--- src/rtl/counter_pkg.sv ---
// Shared types and helpers for the modulo-N tap counter family.
package counter_pkg;

   typedef enum logic {
      RUN  = 1'b0,
      HALT = 1'b1
   } state_e;

   localparam logic UP   = 1'b1;
   localparam logic DOWN = 1'b0;

   // Constant-foldable ceil(log2(value)); used for parameter legality checks.
   function automatic int unsigned clog2(input int unsigned value);
      int unsigned res;
      int unsigned pow;
      res = 0;
      pow = 1;
      while (pow < value) begin
         pow = pow << 1;
         res = res + 1;
      end
      return res;
   endfunction

endpackage

--- src/rtl/counter_step.sv ---
// Combinational successor of a modulo-MODULUS up/down count, plus at-terminal flag.
module counter_step
   import counter_pkg::*;
#(
   parameter int unsigned WIDTH   = 3,
   parameter int unsigned MODULUS = 8
) (
   input  logic [WIDTH-1:0] count,
   input  logic             up,
   output logic [WIDTH-1:0] next_c,
   output logic             at_term_c
);

   localparam logic [WIDTH-1:0] MAX_VAL = WIDTH'(MODULUS - 1);

   always_comb begin
      next_c    = count;
      at_term_c = 1'b0;
      if (up == UP) begin
         at_term_c = (count == MAX_VAL);
         next_c    = at_term_c ? '0 : count + WIDTH'(1);
      end else begin
         at_term_c = (count == '0);
         next_c    = at_term_c ? MAX_VAL : count - WIDTH'(1);
      end
   end

endmodule

--- src/rtl/counter_mod_tap.sv ---
// Modulo-N up/down counter with load, terminal-count pulse, optional one-shot
// halt, and a single registered tap bit q = count[TAP].
module counter_mod_tap
   import counter_pkg::*;
#(
   parameter int unsigned WIDTH   = 3,
   parameter int unsigned MODULUS = 8,
   parameter int unsigned TAP     = WIDTH - 1,
   parameter int unsigned ONESHOT = 0
) (
   input  logic             clk,
   input  logic             reset,
   input  logic             en,
   input  logic             up,
   input  logic             load,
   input  logic [WIDTH-1:0] load_val,
   output logic [WIDTH-1:0] count,
   output logic             q,
   output logic             tc,
   output logic             done
);

   localparam logic [WIDTH-1:0] MAX_VAL    = WIDTH'(MODULUS - 1);
   localparam logic             ONESHOT_EN = (ONESHOT != 0);

   if (TAP >= WIDTH || MODULUS < 2 || clog2(MODULUS) > WIDTH) begin : g_param_check
      $error("counter_mod_tap: illegal WIDTH/MODULUS/TAP combination");
   end

   state_e           state_q, state_d;
   logic [WIDTH-1:0] count_q, count_d;
   logic             tc_q, tc_d;
   logic             done_q, done_d;
   logic [WIDTH-1:0] step_next;
   logic             step_at_term;

   counter_step #(
      .WIDTH   (WIDTH),
      .MODULUS (MODULUS)
   ) u_step (
      .count     (count_q),
      .up        (up),
      .next_c    (step_next),
      .at_term_c (step_at_term)
   );

   // Next-state: load beats step beats hold; HALT only leaves on load.
   always_comb begin
      state_d = state_q;
      count_d = count_q;
      tc_d    = 1'b0;
      done_d  = done_q;
      if (load) begin
         count_d = (load_val > MAX_VAL) ? MAX_VAL : load_val;
         state_d = RUN;
         done_d  = 1'b0;
      end else if (en && state_q == RUN) begin
         tc_d = step_at_term;
         if (step_at_term && ONESHOT_EN) begin
            state_d = HALT;
            done_d  = 1'b1;
         end else begin
            count_d = step_next;
         end
      end
   end

   always_ff @(posedge clk or negedge reset) begin
      if (!reset) begin
         state_q <= RUN;
         count_q <= '0;
         tc_q    <= 1'b0;
         done_q  <= 1'b0;
      end else begin
         state_q <= state_d;
         count_q <= count_d;
         tc_q    <= tc_d;
         done_q  <= done_d;
      end
   end

   assign count = count_q;
   assign q     = count_q[TAP];
   assign tc    = tc_q;
   assign done  = done_q;

endmodule

--- config.mk ---
export PLATFORM = sky130hd
export DESIGN_NAME = counter_mod_tap
export DESIGN_NICKNAME = d
export VERILOG_FILES = /design/src/rtl/counter_pkg.sv /design/src/rtl/counter_step.sv /design/src/rtl/counter_mod_tap.sv
export SDC_FILE = /design/constraint.sdc
export NUM_CORES = 1
export LEC_CHECK = 0
export BUFFER_PORTS_ARGS = -buffer_cell sky130_fd_sc_hd__buf_2
export CORE_AREA = 4 4 41 43
export CTS_CLUSTER_DIAMETER = 120
export DETAILED_ROUTE_END_ITERATION = 7
export DIE_AREA = 0 0 45 47
export SYNTH_ARGS = -nofsm -noshare
export SYNTH_HDL_FRONTEND = slang
export SYNTH_SLANG_ARGS = --single-unit
--- constraint.sdc ---
create_clock -name clk -period 1.7 [get_ports clk]
set_input_delay 0.085 -clock clk [delete_from_list [all_inputs] [get_ports clk]]
set_output_delay 0.085 -clock clk [all_outputs]
set_load 0.05 [all_outputs]
==> impl_metrics.py, run 1 <==
metrics = {
    "min_path": {
        "hold_end": "count[1]",
        "min_path_cells": 3,
        "min_from": "load_val[1]",
        "min_path_type": "input port to flop",
    },
    "grt": {
        "grt_pass1_wl_mm": 1.124,
        "grt_pass1_vias": 271,
        "grt_overflow": 0,
        "top_usage_layer": "met2",
        "met1_usage_pct": 9.174,
        "grt_max_degree": 9,
        "antenna_found_initial": 0,
        "globalRouteMet2Util_pct": 11.02,
        "met3_usage_pct": 1.533,
        "grtUsageTotal_pct": 7.528,
    },
    "worst_setup_path": {
        "reg2reg_to": "count[2]",
        "critPathMaxFanout": 4,
        "cp.arrival_ps": 1520,
        "crit_chain": "inv_1 -> ha_1 -> or3_1 -> a21oi_1 -> o21ai_0",
        "worst_setup_path_end_kind": "flop",
        "r2r_start": "count[0]",
        "r2r_setup_slack_ps": 270,
        "crit_slowest_cell": "dfrtp_1",
        "cp.required_ps": 1790,
        "timing_worst_setup_path_type": "flop to flop",
        "cp_slowest_stage_delay_ps": 380,
        "cp_num_cells": 5,
        "path_delay_family": "flip-flops",
        "cp-start-kind": "flop",
        "worst-path-buf-inv": 1,
        "reg2reg_depth": 5,
        "critPathLaunch": "count[0]",
    },
    "timing": {
        "max_freq_mhz": 699.7,
        "fin_worst_skew_ps": 2.772,
        "period_needed_ps": 1429,
        "hold_viol": 0,
        "setup_tns_ps": 0,
        "setup_violations": 0,
        "rsz0062_at_grt": "no",
        "timing.final.crit_share_pct": 84.08,
        "maxSlewViolCount": 0,
    },
    "cells_and_area": {
        "areaGrowthSynthToFinish_pct": 31.43,
        "fin_util_pct": 30.96,
        "register_area_sq_um": 100.1,
        "layout-drive-gt1-share_pct": 30.61,
        "antennaDiodeCount": 0,
        "most-common-layout-cells": "12 x buf_2, 5 x nand2_1, 4 x ha_1, 4 x dfrtp_1",
        "multi_input_area_sq_um": 180.2,
        "nNetsFinal": 63,
        "final_cell_area_sq_um": 402.9,
        "fill_cells": 149,
        "layout_commonest_cell": "buf_2",
    },
    "synth": {
        "yosysWarnings": 0,
        "synth_area_sq_um": 306.5,
        "syn_inst": 35,
        "ys_seq_area_share_pct": 32.65,
        "ys_ff_latch": 4,
        "postSynthAreaPerCell_sq_um": 8.758,
        "syn_nets": 47,
        "synth_cell_types": 19,
    },
    "route": {
        "wl_per_cell_um": 9.938,
        "drt_first_iter_violations": 5,
        "drtAntennaViolNets": 0,
        "routed_via_density": 4.188,
        "firstDrtPassIters": 4,
        "routed_wl_um": 636,
        "drc": 0,
        "via_count": 268,
    },
    "clock_network": {
        "post_cts_buffers": 0,
        "clk_pin_slew_worst_paths_ps": 40,
        "clock_path_buffers": 2,
        "cts_sinks": 4,
        "tritoncts": "yes",
        "root_buffer": "clkbuf_4",
        "cts_buffers": 3,
        "cts-htree-levels": 1,
        "clk_latency_ps": 230,
    },
    "outcome": {
        "status": "finished, final reports clean",
    },
    "floorplan": {
        "core-area_sq_um": 1301,
        "die_width_um": 45,
        "die_area_sq_um": 2115,
        "initial_core_util_pct": 23.56,
        "ioPinCount": 14,
        "num_rows": 13,
        "die_height_um": 47,
    },
    "flow_run": {
        "max_cap_violations": 0,
    },
    "place": {
        "port_buffers": 12,
        "place_congestion": 0.7734,
        "detailed_place.area_sq_um": 370.4,
    },
    "power_and_ir_drop": {
        "power.leakage_nw": 0.2065,
        "ir_worst_vdd_mv": 0.1677,
        "p_per_area_nw_per_um2": 915.2,
    },
}
## synthesized netlist by cell type
cell type / n / area [sq um]
a22oi_1: 1 / 7.510
or3_1: 1 / 6.260
conb_1: 1 / 3.750
nor2b_1: 3 / 18.77
ha_1: 4 / 50.05
o221ai_1: 1 / 8.760
nor2_1: 1 / 3.750
dfrtp_1: 4 / 100.1
inv_1: 3 / 11.26
o21ai_0: 2 / 10.01
o31ai_1: 1 / 7.510
a31o_1: 1 / 8.760
nand2_1: 5 / 18.77
nand2b_1: 1 / 6.260
a21boi_0: 1 / 7.510
or3b_1: 1 / 8.760
buf_4: 2 / 15.01
o311ai_1: 1 / 8.760
a21oi_1: 1 / 5.000
## per-stage QoR
step / power (mW) / worst slack (ps) / std cells / hold WS, ps
5_1_grt: 0.4042 / 104.9 / 64 / 82.40
3_5_place_dp: 0.2539 / 265.0 / 60 / -106.3
4_1_cts: 0.3758 / 257.6 / 64 / 62.01
6_report: 0.3687 / 270.7 / 64 / 66.61
3_3_place_gp: 0.2529 / 282.6 / 60 / -108.7
2_1_floorplan: 0.2213 / 25.42 / 35 / -210.6
## kinds of logic after synthesis
logic type / count (synthesis) / share of synthesized area, %
buf+inv: 5 / 8.570
compound gates: 9 / 20.82
flops: 4 / 32.65
fa+ha+maj: 4 / 16.33
simple gates: 12 / 20.41
other cells: 1 / 1.223
## where the power goes
| group | internal [mW] | switching, mW | total, mW |
|---|---|---|---|
| clock network | 0.0788 | 0.0363 | 0.115 |
| registers | 0.106 | 0.0120 | 0.118 |
| logic | 0.0438 | 0.0923 | 0.136 |
## sequential cells by signal (all words and copies together), names as in the netlist
name / cells
tc: 1
count: 3
## cell type report
cell class / instances / share of cell area, %
tap: 15 / 4.658
clock buffer: 3 / 5.590
multi-input combinational: 26 / 44.72
sequential: 4 / 24.84
inverter: 3 / 2.795
timing repair buffer: 13 / 17.39
## how the worst max path moves through the flow
stage / end / slack [ps]
floorplan: count[2] / 30
global placement: count[2] / 280
detailed placement: count[2] / 270
CTS: count[2] / 260
global route: count[2] / 100
finish: count[2] / 270
## worst reg2reg max path, delay by kind of cell, from the launching register on
family                   cells  cell delay [ps]
flip-flops                   1              380
AND/OR/NAND/NOR              1              360
AO/OA/AOI/OAI                2              240
adder cells (fa/ha/maj)      1              220
buffers and inverters        1              100
## repair_timing
action	4_1_cts	5_1_grt
resized for setup	0	0
hold buffers	1	0
hold endpoints to repair	4	0
## layer usage
metal,wire (um),up-vias
met1,316,113
met3,39,0
met4,0,0
met2,280,7
met5,0,-
li1,-,148
Power figures use the tool's default switching activity.
==> inputs of run 2 (changes only) <==
Clock period 1.7 ns to 1.2 ns, I/O delays scaled along.
==> run 2 against run 1 <==
Net effect: non-clock buffer count increased by 6; first-iteration DRC count unchanged; die area unchanged; the flow now finishes with violations (negative setup slack); count of clock-buffer cells in the layout increased by 1; maximum frequency increased by 12%; largest power group unchanged; combinational power increased by 88%; clock power increased by 68%; final cell count increased by 11%; sequential share of layout area decreased by 3.7 points; critical path type unchanged; register-to-register slack got worse by 350 ps; hold slack got worse by 19 ps; clock skew decreased by 0.89 ps.
==> impl_metrics.py, run 2 (synthesis results as in run 1) <==
metrics = {
    "min_path": {
        "min_path_type": "input port to flop",
        "hold_end": "count[1]",
        "min_path_cells": 3,
        "min_from": "load_val[1]",
    },
    "floorplan": {
        "initial_core_util_pct": 23.56,
        "die_width_um": 45,
        "core-area_sq_um": 1301,
        "ioPinCount": 14,
        "die_area_sq_um": 2115,
        "die_height_um": 47,
        "num_rows": 13,
    },
    "power_and_ir_drop": {
        "power.leakage_nw": 0.2316,
        "ir_worst_vdd_mv": 0.3852,
        "p_per_area_nw_per_um2": 1273,
    },
    "place": {
        "place_congestion": 0.7770,
        "place_ws_ps": -120.1,
        "hpwl_um": 617.3,
        "port_buffers": 12,
        "dp_cells": 64,
    },
    "grt": {
        "grt_max_degree": 8,
        "grtUsageTotal_pct": 9.429,
        "grt_overflow": 0,
        "antenna_found_initial": 0,
        "grt_pass1_vias": 335,
        "grt_pass1_wl_mm": 1.283,
    },
    "worst_setup_path": {
        "reg2reg_depth": 5,
        "cp.arrival_ps": 1460,
        "cp-start-kind": "flop",
        "r2r_setup_slack_ps": -80,
        "critPathMaxFanout": 3,
        "worst_setup_path_end_kind": "flop",
        "reg2reg_to": "count[0]",
        "r2r_start": "count[1]",
        "cp.required_ps": 1380,
        "timing_worst_setup_path_type": "flop to flop",
    },
    "cells_and_area": {
        "antennaDiodeCount": 0,
        "nNetsFinal": 69,
        "layout_commonest_cell": "buf_2",
        "largest_register_ffs": 3,
        "fill_cells": 142,
        "most-common-layout-cells": "12 x buf_2, 6 x buf_4, 4 x nand2_1, 3 x nor2b_1, 3 x clkbuf_4",
        "layout-drive-gt1-share_pct": 55.36,
        "fin_util_pct": 37.31,
        "areaGrowthSynthToFinish_pct": 58.37,
        "stdcell_count": 71,
    },
    "route": {
        "drt_first_iter_violations": 5,
        "routed_via_density": 4.352,
        "drtAntennaViolNets": 0,
        "routed_wl_um": 803,
        "drc": 0,
        "wl_per_cell_um": 11.31,
        "firstDrtPassIters": 4,
        "via_count": 309,
    },
    "timing": {
        "timing.final.crit_share_pct": 106.5,
        "period_needed_ps": 1278,
        "fin_ws_ps": -78.46,
        "rsz0062_at_grt": "yes",
        "fin_worst_skew_ps": 1.882,
        "hold_viol": 0,
        "maxSlewViolCount": 0,
        "setup_violations": 4,
        "max_freq_mhz": 782.2,
    },
    "clock_network": {
        "clock_path_buffers": 2,
        "clk_latency_ps": 240,
        "cts_buffers": 3,
        "root_buffer": "clkbuf_4",
        "clk_pin_slew_worst_paths_ps": 40,
        "cts_sinks": 4,
        "cts-htree-levels": 1,
        "tritoncts": "yes",
    },
    "outcome": {
        "status": "complete, but fails checks",
        "violations": "negative setup slack",
    },
    "flow_run": {
        "max_cap_violations": 0,
    },
}
## run 2: cell count changes in the layout (fill, tap and decap cells not counted), moves of 2 or more
cell and delta:
buf_4 +6, ha_1 -3, dfrtp_1 -2, dfrtp_2 +2
ha_2 +2, inv_1 -2, inv_4 +2
## run 2: repair_timing
action,CTS,global route
gates resized for setup,6,3
endpoints found under the hold margin,4,0
setup buffers,2,0
pin swaps,3,0
hold buffers,1,0
endpoints found under the setup margin,4,4
## run 2: worst max-delay path, cell delays in order (launching register included)
cell and delay (ps):
dfrtp_2 430, inv_4 80, ha_4 130, or3b_4 380, nand2_2 60, a31o_1 140
## run 2: final cells by class
cell class                      count  area [sq um]  area share [%]
Multi-Input combinational cell     26         206.4           42.53
Clock buffer                        4         26.28           5.412
Inverter                            3         16.27           3.351
Sequential cell                     4         102.6           21.13
Tap cell                           15         18.77           3.866
Timing Repair Buffer               19         115.1           23.71
## run 2: worst max-delay path by stage
stage / start / endpoint
3_3_place_gp: count[1] / count[0]
6_report: count[1] / count[0]
2_1_floorplan: count[0] / count[2]
3_5_place_dp: count[0] / count[0]
4_1_cts: count[0] / count[0]
5_1_grt: count[0] / count[2]
## run 2: power by group
group	total, mW	internal (mW)	switching (mW)
registers	0.170	0.151	0.0189
logic	0.255	0.107	0.148
clock network	0.193	0.126	0.0670
total	0.618	0.384	0.234
## run 2: routing by layer
layer | vias up | track usage [%] | routed length, um
met4 | 0 | 8.772 | 25
li1 | 161 | - | -
met5 | - | 0 | 0
met1 | 136 | 9.404 | 327
met2 | 10 | 14.12 | 393
met3 | 2 | 4.981 | 56
## run 2: per-stage QoR
| step | hold WS [ps] | cell area [sq um] | TNS [ps] | total power [mW] |
|---|---|---|---|---|
| after floorplan | -235.6 | 311.5 | -745.5 | 0.3190 |
| after global placement | -130.7 | 405.4 | -330.8 | 0.3896 |
| after detailed placement | -125.9 | 405.4 | -344.6 | 0.3893 |
| after CTS | 53.17 | 476.7 | -231.4 | 0.6190 |
| after global routing | 62.29 | 485.5 | -434.7 | 0.6608 |
| final | 47.72 | 485.5 | -222.1 | 0.6178 |
==> inputs of run 3 (changes only) <==
Settings changed: PLACE_DENSITY set to 0.46.
==> run 3 against run 2 <==
Net effect: the run still ends with negative setup slack left; hold slack improved by 2.7 ps; largest power group unchanged; largest cell class unchanged; flip-flop and latch count stayed put; maximum frequency decreased by 3.2%; first-iteration DRC count shrank 40%.
==> impl_metrics.py, run 3 (synthesis results as in run 1) <==
metrics = {
    "clock_network": {
        "root_buffer": "clkbuf_4",
        "cts_sinks": 4,
        "clock_path_buffers": 2,
        "tritoncts": "yes",
        "cts_buffers": 3,
        "clk_latency_ps": 240,
        "clk_pin_slew_worst_paths_ps": 40,
        "cts-htree-levels": 1,
    },
    "timing": {
        "fin_ws_ps": -120.4,
        "maxSlewViolCount": 0,
        "timing.final.crit_share_pct": 110.0,
        "max_freq_mhz": 757.4,
        "fin_worst_skew_ps": 4.102,
        "setup_violations": 4,
        "period_needed_ps": 1320,
        "rsz0062_at_grt": "yes",
        "hold_viol": 0,
    },
    "grt": {
        "grt_overflow": 0,
        "antenna_found_initial": 0,
        "grt_max_degree": 8,
        "grt_pass1_vias": 299,
        "grtUsageTotal_pct": 8.544,
        "grt_pass1_wl_mm": 1.228,
    },
    "cells_and_area": {
        "multi_input_area_sq_um": 222.7,
        "register_area_sq_um": 102.6,
        "layout-drive-gt1-share_pct": 58.62,
        "fill_cells": 144,
        "areaGrowthSynthToFinish_pct": 68.57,
        "largest_register_ffs": 3,
        "final_cell_area_sq_um": 516.7,
        "antennaDiodeCount": 0,
        "layout_commonest_cell": "buf_2",
        "most-common-layout-cells": "12 x buf_2, 8 x buf_4, 5 x nand2_1, 3 x nor2b_1, 3 x clkbuf_4",
        "nNetsFinal": 71,
    },
    "route": {
        "via_count": 338,
        "routed_via_density": 4.630,
        "drc": 0,
        "drtAntennaViolNets": 0,
        "wl_per_cell_um": 10.99,
        "routed_wl_um": 802,
        "firstDrtPassIters": 4,
        "drt_first_iter_violations": 3,
    },
    "worst_setup_path": {
        "crit_slowest_cell": "dfrtp_2",
        "worst-path-buf-inv": 1,
        "cp.required_ps": 1370,
        "cp.arrival_ps": 1490,
        "cp-start-kind": "flop",
        "worst_setup_path_end_kind": "flop",
        "path_delay_family": "simple AND/OR/NAND/NOR gates",
        "crit_chain": "inv_4 -> ha_4 -> or3b_4 -> nand2_1 -> a31o_1",
        "critPathMaxFanout": 3,
        "cp_slowest_stage_delay_ps": 430,
        "timing_worst_setup_path_type": "flop to flop",
    },
    "outcome": {
        "violations": "negative setup slack",
        "status": "complete, but fails checks",
    },
    "power_and_ir_drop": {
        "ir_worst_vdd_mv": 0.8351,
        "p_per_area_nw_per_um2": 1229,
        "power.leakage_nw": 0.2443,
    },
    "min_path": {
        "min_path_type": "input port to flop",
    },
    "floorplan": {
        "die_area_sq_um": 2115,
        "num_rows": 13,
        "die_width_um": 45,
        "ioPinCount": 14,
        "initial_core_util_pct": 23.56,
        "die_height_um": 47,
        "core-area_sq_um": 1301,
    },
    "flow_run": {
        "max_cap_violations": 0,
    },
    "place": {
        "detailed_place.area_sq_um": 405.4,
        "place_congestion": 0.6931,
        "place_ws_ps": -132.4,
        "port_buffers": 12,
    },
}
==> run 3: worst paths after layout <==
| kind | startpoint | to | slack [ps] | cells after the start |
|---|---|---|---|---|
| hold / removal | load_val[1] | count[1] | 50 | 3 |
| min in group asynchronous | reset | count[0] | 150 | 2 |
| setup reg to reg | count[1] | count[0] | -120 | 5 |
| setup / recovery | count[1] | count[0] | -120 | 5 |
| hold reg to reg | count[0] | count[0] | 670 | 2 |
| max in group asynchronous | reset | count[1] | 920 | 2 |
==> run 3: worst register-to-register path, delay by kind of cell, from the launching register on <==
family | cells | cell delay (ps)
flops | 1 | 430
buf+inv | 1 | 90
compound gates | 1 | 130
fa+ha+maj | 1 | 140
simple gates | 2 | 460
==> run 3: repair_timing <==
action,4_1_cts,5_1_grt
gates cloned,0,0
pin swaps,2,6
hold buffers,1,0
resized for setup,5,6
endpoints found under the hold margin,4,0
buffers inserted,1,3
endpoints found under the setup margin,4,4
==> run 3: where the power goes <==
| group | total [mW] | internal (mW) | switching, mW |
|---|---|---|---|
| Combinational | 0.280 | 0.124 | 0.156 |
| Sequential | 0.172 | 0.151 | 0.0212 |
| Clock | 0.183 | 0.125 | 0.0578 |
| Total | 0.635 | 0.400 | 0.235 |
==> run 3: cell type report <==
| class | count | area share, % |
|---|---|---|
| inverters | 3 | 3.148 |
| repair buffers | 21 | 25.18 |
| well taps | 15 | 3.632 |
| flip-flops and latches | 4 | 19.85 |
| multi-input cells | 26 | 43.10 |
| clock buffers | 4 | 5.085 |
==> run 3: metal layers <==
| layer | up-vias | global-route usage [%] | share of wire [%] |
|---|---|---|---|
| li1 | 168 | - | - |
| met1 | 154 | 9.817 | 40 |
| met2 | 16 | 13.28 | 50 |
| met3 | 0 | 3.448 | 9.5 |
| met4 | 0 | 5.263 | 0 |
| met5 | - | 0 | 0 |
==> run 3: metrics by stage <==
stage	total power, mW	util (%)	setup TNS [ps]	cells	hold WS [ps]
finish	0.6349	39.71	-288.3	73	50.40
global route	0.6795	39.71	-516.8	73	62.17
CTS	0.6041	35.87	-314.4	70	33.67
detailed placement	0.3912	31.15	-408.2	64	-129.0
global placement	0.3926	31.15	-443.8	64	-128.2
floorplan	0.3190	-	-745.5	35	-235.6
